==> config.mk <==
export PLATFORM = sky130hd
export DESIGN_NAME = regfile_write_arbiter
export DESIGN_NICKNAME = d
export VERILOG_FILES = /design/src/rtl/regfile_write_arbiter.sv
export SDC_FILE = /design/constraint.sdc
export NUM_CORES = 1
export LEC_CHECK = 0
export ABC_AREA = 1
export CORE_ASPECT_RATIO = 1.5
export CORE_UTILIZATION = 30
export DETAILED_ROUTE_END_ITERATION = 10
export PLACE_DENSITY = 0.61
export SLEW_MARGIN = 20
export SYNTH_ARGS = -nofsm -noshare
export SYNTH_HDL_FRONTEND = slang
export SYNTH_SLANG_ARGS = --single-unit
==> constraint.sdc <==
create_clock -name CLK -period 1.5 [get_ports CLK]
set_input_delay 0.3 -clock CLK [delete_from_list [all_inputs] [get_ports CLK]]
set_output_delay 0.3 -clock CLK [all_outputs]
set_load 0.005 [all_outputs]
==> src/rtl/regfile_write_arbiter.sv <==
// Owns the register-file write port and shares it round-robin between two writeback requesters.
// After reset an optional init sequencer zeroes registers 1..REG_COUNT-1 before any requester is served.
module regfile_write_arbiter #(
  parameter int DATA_WIDTH = 32,
  parameter int ADDR_WIDTH = 5,
  parameter int REG_COUNT  = 32,
  parameter int INIT_EN    = 1
) (
  input  logic                  CLK,
  input  logic                  rst,
  input  logic                  req0_valid,
  input  logic [ADDR_WIDTH-1:0] req0_addr,
  input  logic [DATA_WIDTH-1:0] req0_data,
  output logic                  req0_ready,
  input  logic                  req1_valid,
  input  logic [ADDR_WIDTH-1:0] req1_addr,
  input  logic [DATA_WIDTH-1:0] req1_data,
  output logic                  req1_ready,
  output logic                  init_busy,
  output logic                  WE3,
  output logic [ADDR_WIDTH-1:0] A3,
  output logic [DATA_WIDTH-1:0] WD3
);

  typedef enum logic {INIT, RUN} state_t;

  localparam logic [ADDR_WIDTH-1:0] LAST_REG = ADDR_WIDTH'(REG_COUNT - 1);

  state_t                  state, state_nxt;
  logic [ADDR_WIDTH-1:0]   init_cnt;
  logic                    last_grant;
  logic                    grant0, grant1;
  logic                    accept;
  logic [ADDR_WIDTH-1:0]   sel_addr;
  logic [DATA_WIDTH-1:0]   sel_data;

  // On a tie the requester that was not served last wins, so contention alternates.
  always_comb begin
    grant0 = req0_valid && (!req1_valid || last_grant);
    grant1 = req1_valid && (!req0_valid || !last_grant);
  end

  assign req0_ready = (state == RUN) && !rst && grant0;
  assign req1_ready = (state == RUN) && !rst && grant1;
  assign init_busy  = (state == INIT) || rst;

  assign accept   = (req0_valid && req0_ready) || (req1_valid && req1_ready);
  assign sel_addr = grant1 ? req1_addr : req0_addr;
  assign sel_data = grant1 ? req1_data : req0_data;

  always_comb begin
    state_nxt = state;
    if (state == INIT && init_cnt == LAST_REG) state_nxt = RUN;
  end

  always_ff @(posedge CLK) begin
    if (rst) begin
      state      <= (INIT_EN != 0) ? INIT : RUN;
      init_cnt   <= ADDR_WIDTH'(1);
      last_grant <= 1'b1;
      WE3        <= 1'b0;
      A3         <= '0;
      WD3        <= '0;
    end else begin
      state <= state_nxt;
      if (state == INIT) begin
        WE3      <= 1'b1;
        A3       <= init_cnt;
        WD3      <= '0;
        init_cnt <= init_cnt + 1'b1;
      end else if (accept) begin
        // x0 is hardwired: the handshake completes but nothing reaches the file.
        WE3        <= (sel_addr != '0);
        A3         <= sel_addr;
        WD3        <= sel_data;
        last_grant <= grant1;
      end else begin
        WE3 <= 1'b0;
      end
    end
  end

endmodule

==> results of run 1 <==
sequential cells by signal (all words and copies together) (netlist names):
| name | count |
|---|---|
| init_cnt | 5 |
| WE3 | 1 |
| last_grant | 1 |
| state | 1 |
| WD3 | 32 |
| A3 | 5 |
what timing repair did:
action | CTS | global route
endpoints found under the setup margin | 39 | 37
setup buffers | 1 | 1
hold buffers | 0 | 0
resized for setup | 13 | 11
pin swaps | 2 | 1
worst reg2reg max path: cells and delay by family, from the launching register on:
kind	cells	cell delay, ps
compound gates	1	160
flops	1	340
buf+inv	4	540
simple gates	4	240
cell families (layout without fill, tap and decap cells):
group                      after synthesis  after routing
and+or+nand+nor                        229            229
AOI/OAI and AO/OA                       46             46
buffers and inverters                   46            169
DFF                                     45             45
adders and majority gates                2              2
xor gates and xnor gates                 1              1
how the worst max path moves through the flow:
stage / endpoint / slack [ps] / cells past startpoint
after floorplan: WD3[10] / 180 / 8
after global placement: req0_ready / -430 / 5
after detailed placement: req0_ready / -460 / 5
after CTS: init_busy / 10 / 4
after global routing: init_busy / -7 / 4
final: WD3[13] / 40 / 1
stage by stage:
| stage | cell area, µm² | hold WS, ps | util (%) | std cells |
|---|---|---|---|---|
| after floorplan | 2412 | 443.2 | - | 369 |
| after global placement | 3721 | 472.5 | 48.26 | 584 |
| after detailed placement | 3721 | 478.0 | 48.26 | 584 |
| after CTS | 3901 | 491.1 | 50.60 | 593 |
| after global routing | 3931 | 517.1 | 50.99 | 594 |
| final | 3931 | 487.2 | 50.99 | 594 |
per-layer routing:
metal / track usage [%] / wire length (µm)
met3: 3.891 / 338
met1: 24.71 / 3353
met4: 5.432 / 106
met2: 34.65 / 4034
met5: 0 / 0
layout make-up:
type,instances,area [µm²]
multi-input combinational,278,1284
fill,808,3779
sequential,45,903.4
timing repair buffer,140,1356
tap,102,127.6
clock inverter,3,46.29
clock buffer,5,125.1
inverter,21,88.84
synthesized netlist by cell type, drive strengths merged:
master / instances / area, µm²
nand3: 50 / 275.3
o211ai: 1 / 7.510
buf: 18 / 131.4
nor3: 3 / 15.01
clkbuf: 7 / 26.28
ha: 2 / 25.02
o21ai: 35 / 175.2
nor2: 72 / 296.5
a31oi: 1 / 6.260
nand2: 99 / 384.1
xor2: 1 / 8.760
nand4: 5 / 31.28
dfxtp: 45 / 900.9
a21oi: 9 / 45.04
inv: 21 / 83.83
layout by cell type, fill, tap and decap left out, types with 2 or more instances in the layout:
master and instances:
clkdlybuf4s50_1 110, nand2_1 96, nor2_1 67, nand3_1 48
dfxtp_1 43, o21ai_0 22, buf_4 19, inv_1 18
o21ai_1 13, a21oi_1 9, nand4_1 5, clkbuf_16 5
nor2_2 4, nor3_1 3, dlygate4sd2_1 3, nand3_4 2
ha_1 2, buf_2 2, dfxtp_2 2, dlymetal6s2s_1 2
power by group through the flow:
stage	Sequential, mW	Clock, mW	Combinational, mW
floorplan	1.25	0	0.181
global placement	1.25	0	0.454
detailed placement	1.25	0	0.459
CTS	1.23	1.29	0.459
global route	1.23	1.35	0.508
finish	1.23	1.26	0.455
==> results.toml, run 1 <==
[status]
status = "finished, final reports clean"

[clock_tree]
cts_buffer_depth = 2
clock_latency_ps = 280
path_clk_slew_ps = 70
cts_tree = "yes"
cts_buffers = 5
htree_num_levels = 2
cts.sinks = 45
cts_root_buf = "clkbuf_16"

[floorplan]
rows = 39
fp.dieH_um = 111.8
io_pins = 119
die_w_um = 75.22
dieArea_um2 = 8411
coreArea_um2 = 7710
initial_core_util_pct = 31.29

[placement]
numPortBuffers = 118
gp_congestion = 0.7635
dp_slack_ps = -458.8
dp_hpwl_mm = 5.728

[global_route]
grt_pass1_vias = 2686
antenna_found_initial = 0
grt_max_degree = 33
grt_use_total_pct = 20.02
grt-ovfl-total = 0
grt_first_pass_wirelength_mm = 12.99

[worst_setup_path]
crit_arrival_ps = 1160
critPathSlowestCell = "clkdlybuf4s50_1"
critical_path.top_delay_family = "buffers and inverters"
worstSetupPathType = "reg -> out"
path_max_fanout = 2
crit_required_ps = 1200
r2r_start = "state"
reg2reg_slack_ps = 120
critPathLaunchType = "flip-flop"
slowest_delay_ps = 540
critPathBufInv = 1
worstSetupStartpoint = "WD3[13]"
timing.rr.end = "WD3[16]"
rr_worst_depth = 9
crit_chain = "clkdlybuf4s50_1"
endpoint_kind = "output port"

[timing]
skew_ps = 2.564
worst_slack_ps = 43.58
relSlewSlack_pct = 79.13
min_period_ps = 1456
setup_violations = 0
final.setup.tns_ps = 0
finalMaxSlewViolations = 0
timing.final.crit_share_pct = 97.09
rsz0062_at_grt = "true"
hold_viol_final = 0
worst_slew_pin_slew_ps = 313.1
max_freq_ghz = 0.6866

[yosys]
yosys.area_share.xor_xnor_pct = 0.3631
postSynthAreaPerCell_um2 = 6.537
synth.distinct_cells = 25
syn-cell-area_um2 = 2412
syn_nets = 449
ys.warnings.count = 0
synthCells = 369
synth-simple-area-share_pct = 41.55
synth_seq_area_share_pct = 37.34
synth_top_family_by_area = "simple AND/OR/NAND/NOR gates"
synthMuxAreaShare_pct = 0
synth_compound_gate_area_share_pct = 9.699
synthAdderAreaFrac_pct = 1.037
yosys_register_bits = 45

[route]
dr_total_vias = 2724
drt-total-wl_mm = 7.833
vias_per_cell = 4.586
avgRoutedWirePerCell_um = 13.19
route.detailed.drc = 0
drtIter0Drc = 125
ant_nets = 0
drtPass1Iterations = 4

[power_and_ir_drop]
switching_share_pct = 22.82
leakage_nw = 1.849
p_total_mw = 2.941
p_comb_share_pct = 15.5
power.density_nw_per_um2 = 748.1
switchingPower_mw = 0.6711
max-vdd-ir-drop_mv = 0.5413
clkPwrFrac_pct = 42.8
p_int_mw = 2.270
power_frac_seq_pct = 41.7

[finish]
synthToLayoutAreaGrowth_pct = 62.97
nNetsFinal = 571
antenna_cells = 0
drive_above_1_share_pct = 9.756

[job]
maxCapViolCount = 0

[worst_hold_path]
worstHoldEndpoint = "init_cnt[3]"
hold_class = "reg -> reg"
holdPathStages = 1
hp-start = "init_cnt[3]"
Note: power is estimated with default switching activity, not from simulation.
==> run 2: changes to the inputs <==
CORE_UTILIZATION = 35   (was 30)
PLACE_DENSITY = 0.69   (was 0.61)
SETUP_SLACK_MARGIN = 0.15   (was unset)
==> results.toml, run 2 (synthesized netlist as in run 1, its figures left out) <==
[power_and_ir_drop]
p_comb_share_pct = 19.4
power.density_nw_per_um2 = 619.4
max-vdd-ir-drop_mv = 0.4859
power_frac_seq_pct = 50.6
p_total_mw = 2.422
p_int_mw = 1.816
leakage_nw = 2.007
switchingPower_mw = 0.6056
switching_share_pct = 25.00
clkPwrFrac_pct = 30.0

[worst_setup_path]
rr_worst_depth = 9
crit_arrival_ps = 1120
timing.rr.end = "WD3[15]"
endpoint_kind = "output port"
path_max_fanout = 2
critical_path.top_delay_family = "flip-flops"
critPathLaunchType = "flip-flop"
crit_cells = 6
reg2reg_slack_ps = 120
worstSetupPathType = "reg -> out"
r2r_start = "state"
slowest_delay_ps = 360
critPathBufInv = 4
crit_required_ps = 1200
critPathSlowestCell = "dfxtp_2"
crit_chain = "inv_4 > nor2_8 > buf_4 > nand3_4 > inv_2 > buf_2"

[placement]
dp_hpwl_mm = 5.235
dp.cells = 556
dp_slack_ps = -444.7
gp_congestion = 0.8420
numPortBuffers = 118

[timing]
min_period_ps = 1425
skew_ps = 4.068
finalMaxSlewViolations = 0
timing.final.crit_share_pct = 94.99
max_freq_ghz = 0.7018
setup_violations = 0
worst_slew_pin_slew_ps = 289.4
worst_slack_ps = 75.18
rsz0062_at_grt = "true"
relSlewSlack_pct = 80.71
hold_viol_final = 0

[floorplan]
die_w_um = 69.79
coreArea_um2 = 6576
initial_core_util_pct = 36.68
io_pins = 119
rows = 36
fp.dieH_um = 103.7
dieArea_um2 = 7235

[route]
drtIter0Drc = 140
dr_total_vias = 2765
ant_nets = 0
vias_per_cell = 4.834
drt-total-wl_mm = 7.507
route.detailed.drc = 0
avgRoutedWirePerCell_um = 13.12
drtPass1Iterations = 4

[global_route]
grt_first_pass_wirelength_mm = 11.94
grt_max_degree = 33
antenna_found_initial = 0
grt-ovfl-total = 0
grt_pass1_vias = 2499
grt_use_total_pct = 20.12

[clock_tree]
cts_tree = "yes"
path_clk_slew_ps = 80
cts_buffers = 5
htree_num_levels = 2
ctsHoldBuffers = 0
cts.sinks = 45
clock_latency_ps = 290
cts_buffer_depth = 2
cts_root_buf = "clkbuf_8"

[finish]
largestRegisters = "WD3: 32 flops, A3: 5 flops, init_cnt: 5 flops"
drive_above_1_share_pct = 14.11
fill_cells = 621
top_register = "WD3"
nNetsFinal = 575
ff_latch_area_um2 = 917.1
instances_no_fill = 572
synthToLayoutAreaGrowth_pct = 62.09
largest_reg_flops = 32
antenna_cells = 0
final_cell_mix = "nand2_1, clkdlybuf4s50_1, nor2_1, nand3_1, dlygate4sd2_1"
multi_input_comb_area_um2 = 1314
final_common_cell = "nand2_1"

[status]
status = "finished, final reports clean"

[worst_hold_path]
worstHoldEndpoint = "init_cnt[0]"
hp-start = "init_cnt[0]"
holdPathStages = 2
hold_class = "reg -> reg"

[job]
maxCapViolCount = 0
## run 2: worst max-delay path by stage
stage	startpoint	to	slack, ps
after global placement	rst	req0_ready	-430
after floorplan	rst	WD3[10]	180
after CTS	state	req0_ready	20
final	state	req1_ready	80
after global routing	state	req0_ready	0.4
after detailed placement	rst	req0_ready	-440
## run 2: power groups by stage
stage          Combinational (mW)  Sequential (mW)  Clock, mW
2_1_floorplan               0.181             1.25          0
3_3_place_gp                0.449             1.25          0
3_5_place_dp                0.453             1.25          0
4_1_cts                     0.454             1.22      0.762
5_1_grt                     0.520             1.23      0.809
6_report                    0.470             1.23      0.726
## run 2: layout make-up
cell class,count,area share (%)
Clock buffer,6,1.856
Clock inverter,2,0.2560
Inverter,21,2.272
Tap cell,76,2.432
Multi-Input combinational cell,278,33.60
Sequential cell,45,23.46
Timing Repair Buffer,144,36.13
## run 2: metal layers
metal	global-route usage, %	share of wire [%]	vias up
li1	-	-	1434
met1	24.05	40	1230
met2	34.48	52	85
met3	3.794	4.9	16
met4	8.857	3.1	0
met5	0	0	-
## run 2: worst min-delay path, delay by kind of cell (launching register included)
| family | cells | cell delay (ps) |
|---|---|---|
| xor+xnor | 1 | 60 |
| simple gates | 1 | 50 |
| flops | 1 | 350 |
## run 2: per-stage QoR
stage | util [%] | TNS [ps] | hold slack, ps | area (µm²)
floorplan | - | 0 | 443.2 | 2412
global placement | 56.05 | -13040 | 470.6 | 3686
detailed placement | 56.05 | -13770 | 479.4 | 3686
CTS | 57.25 | 0 | 492.6 | 3765
global route | 59.46 | 0 | 505.2 | 3910
finish | 59.46 | 0 | 487.2 | 3910
## run 2: what timing repair did
item	CTS	global route
pin swaps	3	2
gates resized for setup	72	21
cloned	0	3
endpoints found under the setup margin	79	42
setup buffers	2	3
==> run 3: changes to the inputs <==
==> constraint.sdc (replaced) <==
create_clock -name CLK -period 1.5 [get_ports CLK]
set_input_delay 0.225 -clock CLK [delete_from_list [all_inputs] [get_ports CLK]]
set_output_delay 0.225 -clock CLK [all_outputs]
set_load 0.005 [all_outputs]
==> results.toml, run 3 (synthesized netlist as in run 1, its figures left out) <==
[worst_setup_path]
r2r_start = "state"
timing.rr.end = "WD3[21]"
reg2reg_slack_ps = 140
worstSetupStartpoint = "state"
crit_required_ps = 1270
critPathLaunchType = "flip-flop"
endpoint = "req0_ready"
worstSetupPathType = "reg -> out"
endpoint_kind = "output port"
path_max_fanout = 4
rr_worst_depth = 9
crit_arrival_ps = 1160

[clock_tree]
cts_root_buf = "clkbuf_8"
cts_buffer_depth = 2
clock_latency_ps = 290
cts.sinks = 45
path_clk_slew_ps = 80
cts_buffers = 5
htree_num_levels = 2
cts_tree = "yes"

[global_route]
antenna_found_initial = 0
grt_first_pass_wirelength_mm = 13.01
grt_max_degree = 33
grt-ovfl-total = 0
grt_use_total_pct = 21.96
grt_pass1_vias = 2653

[power_and_ir_drop]
power.density_nw_per_um2 = 611.7
p_comb_share_pct = 19.5
p_int_mw = 1.815
clkPwrFrac_pct = 30.0
leakage_nw = 2.057
switchingPower_mw = 0.6111
switching_share_pct = 25.19
power_frac_seq_pct = 50.5
max-vdd-ir-drop_mv = 0.4044

[floorplan]
rows = 36
die_w_um = 69.79
fp.dieH_um = 103.7
coreArea_um2 = 6576
dieArea_um2 = 7235
io_pins = 119
initial_core_util_pct = 36.68

[route]
avgRoutedWirePerCell_um = 13.89
vias_per_cell = 4.903
drtPass1Iterations = 4
ant_nets = 0
drtIter0Drc = 134
drt-total-wl_mm = 7.988
dr_total_vias = 2819
route.detailed.drc = 0

[placement]
dp.cells = 557
numPortBuffers = 118
dp_slack_ps = -348.5
dp_hpwl_mm = 5.488
gp_congestion = 0.7691

[finish]
final_common_cell = "nand2_1"
top_register = "WD3"
synthToLayoutAreaGrowth_pct = 64.42
drive_above_1_share_pct = 16.43
instances_no_fill = 575
nNetsFinal = 578
antenna_cells = 0
final_cell_mix = "nand2_1, clkdlybuf4s50_1, nor2_1, nand3_1, dlygate4sd2_1"
largestRegisters = "WD3: 32 flops, A3: 5 flops, init_cnt: 5 flops"
largest_reg_flops = 32

[timing]
hold_viol_final = 0
timing.final.crit_share_pct = 92.31
setup_violations = 0
max_freq_ghz = 0.7222
worst_slack_ps = 115.4
skew_ps = 3.499
finalMaxSlewViolations = 0
rsz0062_at_grt = "true"
min_period_ps = 1385
relSlewSlack_pct = 79.68
worst_slew_pin_slew_ps = 304.8

[job]
maxCapViolCount = 0

[worst_hold_path]
hold_class = "in -> reg"

[status]
status = "finished, final reports clean"
-- run 3: cell count changes in the layout (fill, tap and decap cells not counted), sizes merged --
cell and delta:
buf +4, dlymetal6s2s +2, dlygate4sd2 -2, clkbuf -1
-- run 3: cell type report --
type | count | area [µm²]
tap | 76 | 95.09
fill | 637 | 2610
timing repair buffer | 147 | 1468
clock buffer | 6 | 72.57
clock inverter | 2 | 10.01
inverter | 21 | 88.84
multi-input combinational | 278 | 1306
sequential | 45 | 925.9
-- run 3: through the flow --
stage | total power, mW | TNS, ps | utilization, % | area [µm²] | hold WS [ps]
5_1_grt | 2.562 | 0 | 60.31 | 3966 | 462.4
2_1_floorplan | 1.432 | 0 | - | 2412 | 443.2
3_3_place_gp | 1.714 | -9717 | 56.54 | 3719 | 460.0
6_report | 2.426 | 0 | 60.31 | 3966 | 449.8
4_1_cts | 2.443 | 0 | 58.58 | 3852 | 439.3
3_5_place_dp | 1.720 | -11970 | 56.54 | 3719 | 462.9
-- run 3: metal layers --
layer | vias up | share of wire, % | routed length, µm | GRT usage [%]
met3 | 15 | 4.9 | 389 | 4.183
met2 | 79 | 54 | 4317 | 39.56
met1 | 1286 | 38 | 3068 | 25.21
met4 | 0 | 2.7 | 213 | 8.000
li1 | 1439 | - | - | -
met5 | - | 0 | 0 | 0
-- run 3: how the worst min path moves through the flow --
stage	startpoint	cells past startpoint	slack (ps)	end
after floorplan	init_cnt[3]	1	440	init_cnt[3]
after global placement	init_cnt[3]	1	460	init_cnt[3]
after detailed placement	init_cnt[3]	1	460	init_cnt[3]
after CTS	req1_valid	4	440	last_grant
after global routing	req1_valid	4	460	last_grant
final	req1_valid	4	450	last_grant
-- run 3: what timing repair did --
item / 4_1_cts / 5_1_grt
gates resized for setup: 76 / 25
pin swaps: 3 / 6
hold endpoints to repair: 0 / 0
hold buffers: 0 / 0
buffers inserted: 5 / 3
setup endpoints to repair: 74 / 45
gates cloned: 1 / 1
-- run 3: critical path, cell delays in order, from the launching register on --
cell     delay [ps]
dfxtp_2         360
inv_4            50
nor2_8          110
buf_6           120
nand3_4          70
inv_2            80
buf_6            90
-- run 3: power by group through the flow --
stage | logic (mW) | registers (mW) | clock network, mW
final | 0.472 | 1.23 | 0.728
after global routing | 0.520 | 1.23 | 0.814
after CTS | 0.464 | 1.22 | 0.755
after detailed placement | 0.467 | 1.25 | 0
after global placement | 0.462 | 1.25 | 0
after floorplan | 0.181 | 1.25 | 0
